`src/rtl/tx_channel_arbiter.sv`:
```
// Round-robin arbiter sharing one VALID/READY transmit channel between NREQ requesters.
// Optional burst lock enabled by defining TX_ARB_BURST_LOCK_EN.
module tx_channel_arbiter #(
  parameter int NREQ  = 4,
  parameter int WIDTH = 8,
  parameter int IDW   = $clog2(NREQ)
) (
  input  logic                  ACLK,
  input  logic                  ARESETn,
  input  logic [NREQ-1:0]       req_valid,
  input  logic [NREQ*WIDTH-1:0] req_data,
  input  logic [NREQ-1:0]       req_last,
  output logic [NREQ-1:0]       req_ready,
  output logic                  VALID,
  output logic [WIDTH-1:0]      xDATA,
  input  logic                  READY,
  output logic [NREQ-1:0]       grant,
  output logic [IDW-1:0]        grant_id
);

  // state | meaning
  // IDLE  | output stage empty, VALID=0
  // SEND  | output stage holds a beat, VALID=1
  typedef enum logic {IDLE = 1'b0, SEND = 1'b1} state_t;

  state_t           state_q, state_d;
  logic [WIDTH-1:0] xdata_q, xdata_d;
  logic [NREQ-1:0]  grant_q, grant_d;
  logic [IDW-1:0]   gid_q, gid_d;
  logic [IDW-1:0]   ptr_q, ptr_d;

  logic             load;
  logic             win_found;
  logic [IDW-1:0]   win_id;
  logic [WIDTH-1:0] win_data;
  logic [NREQ-1:0]  eligible;
  logic [IDW:0]     idx_wide;
  logic [IDW-1:0]   idx;

`ifdef TX_ARB_BURST_LOCK_EN
  logic             lock_q, lock_d;
  logic [IDW-1:0]   owner_q, owner_d;

  // While locked only the burst owner may win; others wait even if the owner is idle.
  always_comb begin
    eligible = req_valid;
    if (lock_q) eligible = req_valid & (NREQ'(1) << owner_q);
  end
`else
  logic unused_last;
  assign unused_last = ^req_last;
  assign eligible    = req_valid;
`endif

  assign VALID    = (state_q == SEND);
  assign xDATA    = xdata_q;
  assign grant    = grant_q;
  assign grant_id = gid_q;
  assign load     = !VALID || READY;

  // Scan from ptr upward with wrap; first eligible requester wins.
  always_comb begin
    win_found = 1'b0;
    win_id    = '0;
    idx_wide  = '0;
    idx       = '0;
    for (int k = 0; k < NREQ; k++) begin
      idx_wide = {1'b0, ptr_q} + (IDW+1)'(k);
      if (idx_wide >= (IDW+1)'(NREQ)) idx_wide = idx_wide - (IDW+1)'(NREQ);
      idx = idx_wide[IDW-1:0];
      if (!win_found && eligible[idx]) begin
        win_found = 1'b1;
        win_id    = idx;
      end
    end
  end

  always_comb begin
    win_data = '0;
    for (int i = 0; i < NREQ; i++) begin
      if (IDW'(i) == win_id) win_data = req_data[i*WIDTH +: WIDTH];
    end
  end

  always_comb begin
    req_ready = '0;
    if (ARESETn && load && win_found) req_ready = NREQ'(1) << win_id;
  end

  always_comb begin
    state_d = state_q;
    xdata_d = xdata_q;
    grant_d = grant_q;
    gid_d   = gid_q;
    ptr_d   = ptr_q;
`ifdef TX_ARB_BURST_LOCK_EN
    lock_d  = lock_q;
    owner_d = owner_q;
`endif
    if (load) begin
      if (win_found) begin
        state_d = SEND;
        xdata_d = win_data;
        grant_d = NREQ'(1) << win_id;
        gid_d   = win_id;
`ifdef TX_ARB_BURST_LOCK_EN
        if (req_last[win_id]) begin
          lock_d = 1'b0;
          ptr_d  = (win_id == IDW'(NREQ-1)) ? '0 : win_id + IDW'(1);
        end else begin
          lock_d  = 1'b1;
          owner_d = win_id;
        end
`else
        ptr_d   = (win_id == IDW'(NREQ-1)) ? '0 : win_id + IDW'(1);
`endif
      end else begin
        state_d = IDLE;
        grant_d = '0;
      end
    end
  end

  always_ff @(posedge ACLK or negedge ARESETn) begin
    if (!ARESETn) begin
      state_q <= IDLE;
      xdata_q <= '0;
      grant_q <= '0;
      gid_q   <= '0;
      ptr_q   <= '0;
`ifdef TX_ARB_BURST_LOCK_EN
      lock_q  <= 1'b0;
      owner_q <= '0;
`endif
    end else begin
      state_q <= state_d;
      xdata_q <= xdata_d;
      grant_q <= grant_d;
      gid_q   <= gid_d;
      ptr_q   <= ptr_d;
`ifdef TX_ARB_BURST_LOCK_EN
      lock_q  <= lock_d;
      owner_q <= owner_d;
`endif
    end
  end

endmodule

```
`config.mk`:
```
export PLATFORM = sky130hd
export DESIGN_NAME = tx_channel_arbiter
export DESIGN_NICKNAME = d
export VERILOG_FILES = /design/src/rtl/tx_channel_arbiter.sv
export SDC_FILE = /design/constraint.sdc
export NUM_CORES = 1
export LEC_CHECK = 0
export ABC_AREA = 1
export CAP_MARGIN = 15
export CORE_MARGIN = 3
export CORE_UTILIZATION = 36
export CTS_BUF_LIST = sky130_fd_sc_hd__clkbuf_16
export CTS_CLUSTER_DIAMETER = 200
export DETAILED_ROUTE_END_ITERATION = 10
export PLACE_DENSITY = 0.88
export SLEW_MARGIN = 20
export SYNTH_ARGS = -nofsm -noshare
export SYNTH_HDL_FRONTEND = slang
export SYNTH_SLANG_ARGS = --single-unit
```
`constraint.sdc`:
```
create_clock -name ACLK -period 2.6 [get_ports ACLK]
set_clock_uncertainty 0.1 [all_clocks]
set_input_delay 0.39 -clock ACLK [delete_from_list [all_inputs] [get_ports ACLK]]
set_output_delay 0.39 -clock ACLK [all_outputs]
set_load 0.02 [all_outputs]
```
; Word level (Yosys, flattened, before mapping)
; Cells that the tools add are included.
; W data, S select, Z words.
[totals]
reg_bits = 17
[classes]
n_eq_ne = 4
muxes = 28
addsub = 8
n_shift = 1
magnitude_cmp = 8
n_reduce_logical = 12
[ops]
columns = cell, n
row1 = $mux W8, 4
row2 = $mux W2, 9
row3 = $lt A2 B3 Y1 const B, 4
row4 = $ge A3 B3 Y1 const B, 3
row5 = $mux W1, 9
row6 = $bmux W1 S2, 4
row7 = $mux W4, 2
row8 = $sub A2 B1 Y2 const B, 4
row9 = $add A2 B2 Y3 const B, 2
row10 = $logic_and A1 B1 Y1, 5
row11 = $eq A2 B2 Y1 const A, 2
row12 = $logic_not A1 Y1, 4
row13 = $shl A1 B2 Y4 const A, 1
row14 = $add A2 B1 Y3 const B, 1
row15 = $ge A2 B3 Y1 const B, 1
row16 = $add A2 B1 Y2 const B, 1
row17 = $eq A1 B2 Y1 const A, 1
row18 = $eq A2 B2 Y1 const B, 1
row19 = $logic_not A2 Y1, 1
row20 = $reduce_and A2 Y1, 1
row21 = $logic_or A1 B1 Y1, 1

; Depth between registers and ports, before layout
; Gate-level depths: netlist (run 1).
[depth]
word_depth = 19
depth_mapped = 18
depth_no_buf = 18

; Worst setup path after synthesis (run 1)
; Ideal clock, no wire load.
[synth_path]
path_type = reg-to-output
startpoint = register ptr_q[0]
endpoint = output req_ready[3]
stages_incl_launch_ff = 15
arrival_ns = 2.407
setup_slack_ns = -0.297
n_path_buf = 2
path_cell_list = dfrtp_1 inv_1 nand2_1 nand3_1 nand2_1 nor2_4 nand3_1 nand3_1 nand2_1 inv_1 ha_1 clkbuf_1 clkbuf_1 inv_1 nor3_1
[synth_via]
elab_chain_len = 16
elab_cells_between_ends = 40
cone_classes = add/sub: 7 / order compare: 4 / shift: 1 / mux: 21 / reduce/logical: 7
[synth_rtl]
columns = item, line
row1 = start: declaration, 30  ; logic [IDW-1:0] ptr_q, ptr_d;
row2 = start signal: assignment, 140  ; ptr_q <= ptr_d;
row3 = "parallel branches: the longest is 13 deep, another holds $add A2 B1 Y3", --
row4 = $mux W2 *, 71  ; if (!win_found && eligible[idx]) begin
row5 = named net win_id[1], 34  ; logic [IDW-1:0] win_id;
row6 = $shl A1 B2 Y4 *, 87  ; if (ARESETn && load && win_found) req_ready = NREQ'(1) << win_id;
row7 = $mux W4 *, 87
row8 = end: declaration, 13  ; output logic [NREQ-1:0] req_ready,
; Mark *: on every way through the listed nets, which the timed path passes. The select of a mux whose other input is x is not followed.

; Final worst setup path (run 1)
[layout_path]
startpoint = register ptr_q[0]
endpoint = register xdata_q[0] (netlist: xDATA[0])
[layout_via]
elab_chain_len = 19
elab_cells_between_ends = 46
cone_classes = add/sub: 7 / order compare: 4 / eq/ne: 3 / mux: 24 / reduce/logical: 8
[layout_rtl]
columns = item, line
row1 = "parallel branches: the longest is 19 deep, another holds $add A2 B1 Y3", --
row2 = end signal: assignment, 137  ; xdata_q <= xdata_d;
row3 = end: declaration, 27  ; logic [WIDTH-1:0] xdata_q, xdata_d;
; Several ways; the timed one is not identified. The select of a mux whose other input is x is not followed.
; A chain may end at the register's enable or synchronous reset.

==> impl_metrics.json, run 1 <==
{
  "status": "finished, violations left",
  "violations": "setup timing",
  "layout_common_cells": "nand2_1, clkdlybuf4s50_1, buf_4",
  "fin_crit_sh": 1.10,
  "fin_crit_ps": 2870,
  "first_iter_violations": 135,
  "met2_usage": 0.445,
  "cp_slowest_cell": "dfrtp_2",
  "yosysUniqueCellTypes": 18,
  "slowest_delay_ps": 450,
  "cpMostUsedCell": "nand2_2",
  "rsz0062_at_grt": "yes",
  "totalWireLength_mm": 6.26,
  "layout.nets": 328,
  "path_delay_family": "simple AND/OR/NAND/NOR gates",
  "avgSynthCellArea_um2": 6.49,
  "drv_cap": 0,
  "drc": 0,
  "synth_area_mm2": 0.00124,
  "grt_util_met3": 0.0173,
  "slew_headroom": 0.743,
  "post-dp-hpwl_mm": 2.94,
  "grt_pass1_vias": 1640,
  "finalSetupTns_ps": -1830,
  "wl_per_cell_um": 19.3,
  "finalHoldViolCount": 0,
  "num_antenna_cells": 0,
  "avgViaCountPerCell": 5.54,
  "fmaxAchievable_mhz": 349,
  "fp-row-count": 20,
  "synth_seq_cells": 17,
  "die-area_mm2": 0.00418,
  "core_area_mm2": 0.00318,
  "reg2reg_slack_ps": -270,
  "clk_pin_slew_ps": 50,
  "syn_to_final_growth_pct": 104,
  "clkLatencyLatePin_ps": 250,
  "dieHeight_um": 64.7,
  "design_area_mm2": 0.00253,
  "yosys_warnings": 0,
  "io_buffers": 57,
  "end_kind": "register",
  "crit_path_start_kind": "register",
  "grt_max_degree": 18,
  "hp-class": "register to register",
  "io_pins": 62,
  "vias": 1794,
  "htree_levels": 1,
  "cts_tree": "built",
  "dieWidth_um": 64.7,
  "synth_nets": 238,
  "tightest_slew_ps": 382,
  "fin_ws_ps": -269,
  "placed_area_mm2": 0.00200,
  "cts_buffer_depth": 2,
  "crit_buf_inv": 5,
  "layout-drive-gt1-share": 0.407,
  "layout_commonest_cell": "nand2_1",
  "first_pass_iters": 4,
  "crit_required_ps": 2680,
  "grt.busiest_layer": "met2",
  "criticalPathCategory": "register to register",
  "gr-total-overflow": 0,
  "cts_made_buffers": 3,
  "arrival_ps": 2950,
  "grt_use_met1": 0.252,
  "cts_hold_buffers": 0,
  "grt_pass1_wl_mm": 7.53,
  "cts_sinks": 17,
  "ant_nets": 0,
  "grt_antenna_before_repair": 0,
  "slew_viol_final": 0,
  "synth_cells": 191,
  "path_cells": "buf_6, nand2_4, nand3_2, nand2_2, nand3_2, nand2_2, nand2_2, nand3_4, buf_4, ha_4, inv_2, buf_4, nor2_4, buf_6, nand2_2, nand2_1, o21ai_1, o21ai_1, nand2_1, nand2_1",
  "setup_violations": 12,
  "path_max_fanout": 5,
  "grtUsageTotal": 0.234,
  "start_util": 0.390,
  "synth_seq_area_share": 0.343,
  "cts_root_buf": "clkbuf_16",
  "place.gp.congestion": 0.775
}
worst register-to-register path: cells and delay by family, from the launching register on:
| family | cells | cell delay (ps) |
|---|---|---|
| adder cells (fa/ha/maj) | 1 | 130 |
| AND/OR/NAND/NOR | 12 | 1280 |
| AO/OA/AOI/OAI | 2 | 220 |
| flip-flops | 1 | 450 |
| buffers and inverters | 5 | 640 |
metal layers:
metal,vias up,share of wire
met1,850,0.35
li1,789,-
met5,-,0
met3,35,0.068
met4,0,0.056
met2,120,0.53
logic make-up after synthesis:
logic type	share of synthesized area
fa+ha+maj	0.0404
flops	0.343
compound gates	0.133
buf+inv	0.0999
simple gates	0.383
per-stage QoR:
stage	setup slack, ps	utilization	hold WS [ps]	instances
final	-269	0.797	378	324
after global routing	-375	0.797	421	324
after CTS	-11.5	0.712	380	315
after detailed placement	-597	0.630	365	306
after global placement	-540	0.630	362	306
after floorplan	-25.9	-	-5.59	191
cells in the mapped netlist:
cell      instances  area (µm²)
nand3_2           2        20.0
nand2_1          85         319
nor3_1            4        20.0
nand3_1          13        65.1
nand2_4           1        11.3
buf_6             3        33.8
nor2_1            1        3.75
clkbuf_1          4        15.0
buf_4             1        7.51
dfrtp_1          17         425
ha_1              4        50.1
a21oi_1           8        40.0
inv_2             2        7.51
o21ai_0          25         125
inv_1            16        60.1
nor2_4            1        11.3
nand4_1           1        6.26
nand2_2           3        18.8
state kept, by name, summed over array words and instances (netlist names):
register and count:
VALID 1, grant 4, grant_id 2, ptr_q 2, xDATA 8
worst paths after layout:
kind,startpoint,to,depth (start not counted)
setup / recovery,ptr_q[0],xDATA[0],20
hold reg to reg,xDATA[7],xDATA[7],2
min in group asynchronous,ARESETn,grant[0],2
max in group asynchronous,ARESETn,ptr_q[1],2
setup reg to reg,ptr_q[0],xDATA[0],20
hold / removal,xDATA[7],xDATA[7],2
layout make-up:
type | instances | area [µm²]
Timing Repair Buffer | 93 | 867
Clock buffer | 3 | 75.1
Fill cell | 198 | 646
Tap cell | 44 | 55.1
Clock inverter | 1 | 3.75
Multi-Input combinational cell | 148 | 1030
Sequential cell | 17 | 428
Inverter | 18 | 77.6
timing repair:
action	CTS	global route
gates resized for setup	76	66
cloned	0	0
setup endpoints to repair	12	12
setup buffers	5	9
pin swaps	20	32
Power of run 1 is not shown: default switching activity piles up to over one toggle a cycle in this logic, so the estimate is an artifact.
==> run 2: changes to the inputs <==
Settings changed: GPL_ROUTABILITY_DRIVEN set to 0.
==> results of run 2 <==
No change in the layout: final DEF, timing and power equal those of run 1.
Power of run 2 is left out for the same reason.
==> run 3: changes to the inputs <==
Settings changed: CORE_UTILIZATION 36 to 56, DONT_BUFFER_PORTS set to 1, PLACE_DENSITY 0.88 to 0.86.
==> run 3 against run 2 <==
- the run still ends with setup timing left
- via count shrank 18%
- die area shrank 33%
- fmax grew 1.3%
- global-route usage grew 6.0 points
- sequential share of layout area grew 9.0 points
- hold slack lost 100 ps
- non-clock buffer count shrank 66
- utilization grew 2.1 points
- cell count shrank 26%
- final area shrank 35%
- critical path type is now register to output port
- largest cell class unchanged
- highest routed layer unchanged
==> impl_metrics.json, run 3 (synthesis results as in run 1) <==
{
  "dp_cells": 219,
  "cts_made_buffers": 3,
  "grtUsageTotal": 0.294,
  "post-dp-hpwl_mm": 2.44,
  "slew_viol_final": 0,
  "crit_required_ps": 2110,
  "seqCellArea_um2": 428,
  "layout.nets": 262,
  "cts_tree": "built",
  "syn_to_final_growth_pct": 33.3,
  "totalWireLength_mm": 4.52,
  "slowest_delay_ps": 450,
  "io_buffers": 0,
  "end_kind": "output port",
  "start_util": 0.613,
  "wl_per_cell_um": 18.8,
  "grt_max_degree": 23,
  "clk_pin_slew_ps": 50,
  "path_max_fanout": 5,
  "clkLatencyLatePin_ps": 250,
  "tightest_slew_ps": 779,
  "grt_pass1_wl_mm": 5.96,
  "ant_nets": 0,
  "grt_antenna_before_repair": 0,
  "arrival_ps": 2340,
  "layout-drive-gt1-share": 0.322,
  "gr-total-overflow": 0,
  "fin_ws_ps": -233,
  "avgViaCountPerCell": 6.09,
  "hold_slack_ps": 274,
  "layout_commonest_cell": "nand2_1",
  "core_area_mm2": 0.00202,
  "dieWidth_um": 53.1,
  "crit_path_start_kind": "register",
  "criticalPathCategory": "register to output port",
  "cpMostUsedCell": "nand2_2",
  "path_cells": "buf_6, nand2_2, nand2_2, nand2_2, nand2_2, nor2_4, nand4_1, nand2_4, ha_2, inv_2, nor3_2, buf_4",
  "cts_root_buf": "clkbuf_16",
  "finalHoldViolCount": 0,
  "htree_levels": 1,
  "drc": 0,
  "dieHeight_um": 53.1,
  "drv_cap": 0,
  "io_pins": 62,
  "layout_common_cells": "nand2_1, buf_4, dfrtp_1",
  "status": "finished, violations left",
  "die-area_mm2": 0.00281,
  "first_iter_violations": 62,
  "largest_reg_flops": 8,
  "setup_violations": 10,
  "cts_sinks": 17,
  "fillerInstances": 103,
  "fp-row-count": 16,
  "fmaxAchievable_mhz": 353,
  "fin_crit_sh": 1.09,
  "utilization": 0.817,
  "stdcell_count": 241,
  "cp_slowest_cell": "dfrtp_2",
  "multi_input_area_um2": 826,
  "first_pass_iters": 5,
  "slew_headroom": 0.479,
  "hp-class": "primary input to register",
  "violations": "setup timing",
  "rsz0062_at_grt": "yes",
  "fin_crit_ps": 2830,
  "num_antenna_cells": 0,
  "grt_pass1_vias": 1277,
  "cts_buffer_depth": 2,
  "vias": 1468
}
[run 3: worst paths after layout]
| check | slack [ps] | to | from | cells past startpoint |
|---|---|---|---|---|
| max | -230 | req_ready[0] | ptr_q[0] | 12 |
| min | 270 | xDATA[3] | req_data[27] | 4 |
| max reg2reg | -180 | xDATA[0] | ptr_q[0] | 19 |
| min reg2reg | 530 | xDATA[3] | xDATA[3] | 2 |
| max in group asynchronous | 1300 | ptr_q[1] | ARESETn | 1 |
| min in group asynchronous | 560 | grant_id[0] | ARESETn | 1 |
[run 3: per-layer routing]
metal | up-vias | wire length (µm) | GRT usage
met5 | - | 0 | 0
met4 | 0 | 185 | 0.166
met3 | 24 | 450 | 0.0620
met2 | 132 | 2190 | 0.506
met1 | 657 | 1690 | 0.332
li1 | 655 | - | -
[run 3: stage by stage]
stage,TNS [ps],setup slack [ps],area [µm²]
after floorplan,-25.9,-25.9,1270
after global placement,0,90.6,1310
after detailed placement,-121,-58.2,1310
after CTS,-43.7,-16.1,1540
after global routing,-2680,-359,1650
final,-1060,-233,1650
[run 3: what timing repair did]
action	in CTS	in global routing
setup endpoints to repair	12	13
cloned	0	1
pin swaps	8	19
hold endpoints to repair	17	0
setup buffers	11	8
resized for setup	18	31
hold buffers	1	0
[run 3: final cells by class]
cell class | instances | area share
clock buffers | 3 | 0.0454
clock inverters | 1 | 0.00227
inverters | 18 | 0.0424
multi-input cells | 148 | 0.500
flip-flops and latches | 17 | 0.259
well taps | 27 | 0.0204
repair buffers | 27 | 0.131
[run 3: critical path: cells and delay by family, from the launching register on]
| family | cells | cell delay [ps] |
|---|---|---|
| adders and majority gates | 1 | 200 |
| buffers and inverters | 3 | 420 |
| DFF | 1 | 450 |
| and+or+nand+nor | 8 | 1020 |
Power of run 3 is left out for the same reason.
==> RTL edit (settings of run 3) <==
Build with the macro `TX_ARB_BURST_LOCK_EN` defined.
--- a/src/rtl/tx_channel_arbiter.sv
+++ b/src/rtl/tx_channel_arbiter.sv
@@ -1,4 +1,6 @@
 // Round-robin arbiter sharing one VALID/READY transmit channel between NREQ requesters.
 // Optional burst lock enabled by defining TX_ARB_BURST_LOCK_EN.
+`define TX_ARB_BURST_LOCK_EN
+
 module tx_channel_arbiter #(
   parameter int NREQ  = 4,
Formal check against the unedited RTL: not equivalent (Yosys sat finds a counterexample within 4 cycles, from zero or initial values and one cycle with ARESETn low).
==> RTL edit against run 3 <==
- the run still ends with negative setup slack left
- synthesized area increased by 26%
- sequential cell count increased by 3
- count of clock-buffer cells in the layout unchanged
- via count increased by 30%
- final cell count increased by 19%
- setup slack improved by 51 ps
- register-to-register slack improved by 50 ps
- cell area increased by 39%
- die area increased by 22%
- routed wire length increased by 37%
- critical path type unchanged
- critical endpoint is now req_ready[2]
Power is left out: the tool's default activity adds up to more than one toggle a clock period on the data nets, which glitch-free logic cannot reach.
==> RTL edit: results (changes against run 3) <==
| Metric | Value |
|---|---|
| Status | finished with violations |
| Violated checks | negative setup slack |
| Seq/Total Area, Yosys | 32.2% (-2.2 points) |
| Worst Hold Class | input port to register |
| Sum Neg Setup Slack | -1110 ps (-51.0 ps) |
| Seq/total area | 22.0% (-3.9 points) |
| TritonCTS Buffers | 3 (unchanged) |
| Post-Synth XOR/XNOR Area | 1.77% (+1.8 points) |
| Pre-CTS setup slack | -31.0 ps (+27.2 ps) |
| Fraction of area in multi-input gates | 54.4% (+4.5 points) |
| Synthesized flop and latch total | 20 (+3) |
| Final Setup Violations | 13 (+3) |
| Antenna Cells | 0 (unchanged) |
| Post-DP HPWL | 3.20 mm (+31%) |
| Post-synth ARST share | 100% (unchanged) |
| Area contributors post-synth | dfrtp_1, nand2_1, o21ai_0 |
| Initial antenna violation count | 0 (unchanged) |
| Mapped Cells | 224 (+17%) |
| Die width | 58.7 um (+11%) |
| M1 GR Usage | 38.2% (+5.1 points) |
| Post-Syn Nets | 271 (+14%) |
| Clock network area share | 3.44% (-1.3 points) |
| Filler cell count | 119 (+16%) |
| Total GRT Usage | 31.9% (+2.6 points) |
| Non-clock buffers | 38 (+41%) |
| Post-Layout Cell Count | 287 (+19%) |
| Critical Path Max Stage Delay | 460 ps |
| Crit path max fanout | 10 (+5) |
| Clk_lat worst skew | 260 ps |
| Area grow syn2layout | 47.4% |
| Compound-Gate Fraction of Synth Area | 13.6% (+0.27 points) |
| Grt met3 use | 9.21% (+3.0 points) |
| Post-route setup slack | -182 ps (+51.2 ps) |
| Per-cell routed wire length | 21.7 um (+15%) |
| Initial drt markers | 196 (+220%) |
| Global Route met2 Usage | 53.9% (+3.3 points) |
| Vias in the first global route | 1746 (+37%) |
| Placed inst area | 0.00176 mm^2 (+34%) |
| H-tree levels | 1 (unchanged) |
| First-pass GRT wire length | 8.25 mm (+38%) |
| Worst-Margin Slew | 959 ps (+180 ps) |
| Inverter count | 20 (+2) |
| Crit path arrival time | 2290 ps (-50 ps) |
| NonClk Buf Share | 14.2% (+1.1 points) |
| Vias/cell | 6.67 (+9.5%) |
| Largest net degree at the start of global routing | 26 (+13%) |
| Post-CTS setup buffer count | 15 (+4) |
| Root cell of the clock tree | clkbuf_16 |
| Multi-Input Combinational | 175 (+18%) |
| Yosys cell types | 25 (+7) |
| Layout cell share with drive strength beyond 1 | 44.7% (+13 points) |
| Worst path slowest cell | dfrtp_2 |
| CTS-repair resized insts | 41 (+23) |
| Adder-cell share of the synthesized area | 3.22% (-0.82 points) |
| Nets | 305 (+16%) |
| Initial DRT Pass Iterations | 5 (unchanged) |
| Post-synth top cells | nand2_1, o21ai_0, nand3_1 |
[RTL edit: cell count changes after synthesis, sizes merged]
| cell | change |
|---|---|
| o21ai | +7 |
| nand3 | +21 |
| nor2 | +2 |
| dfrtp | +3 |
| buf | +1 |
| nand4 | +6 |
| xnor2 | +1 |
| clkinv | +2 |
| nand2 | -10 |
[RTL edit: per-layer routing]
| layer | vias to the layer above | wire [um] |
|---|---|---|
| li1 | 809 | - |
| met1 | 902 | 2220 |
| met2 | 172 | 3020 |
| met3 | 31 | 755 |
| met4 | 0 | 231 |
| met5 | - | 0 |
[RTL edit: final timing paths]
kind / start / end / slack (ps) / depth (start not counted)
setup reg to reg: owner_q[0] / xDATA[5] / -130 / 20
hold / removal: req_data[31] / xDATA[7] / 250 / 2
setup / recovery: owner_q[0] / req_ready[2] / -180 / 14
hold reg to reg: grant[2] / grant[2] / 550 / 2
min in group asynchronous: ARESETn / grant[2] / 630 / 1
max in group asynchronous: ARESETn / owner_q[0] / 1120 / 1
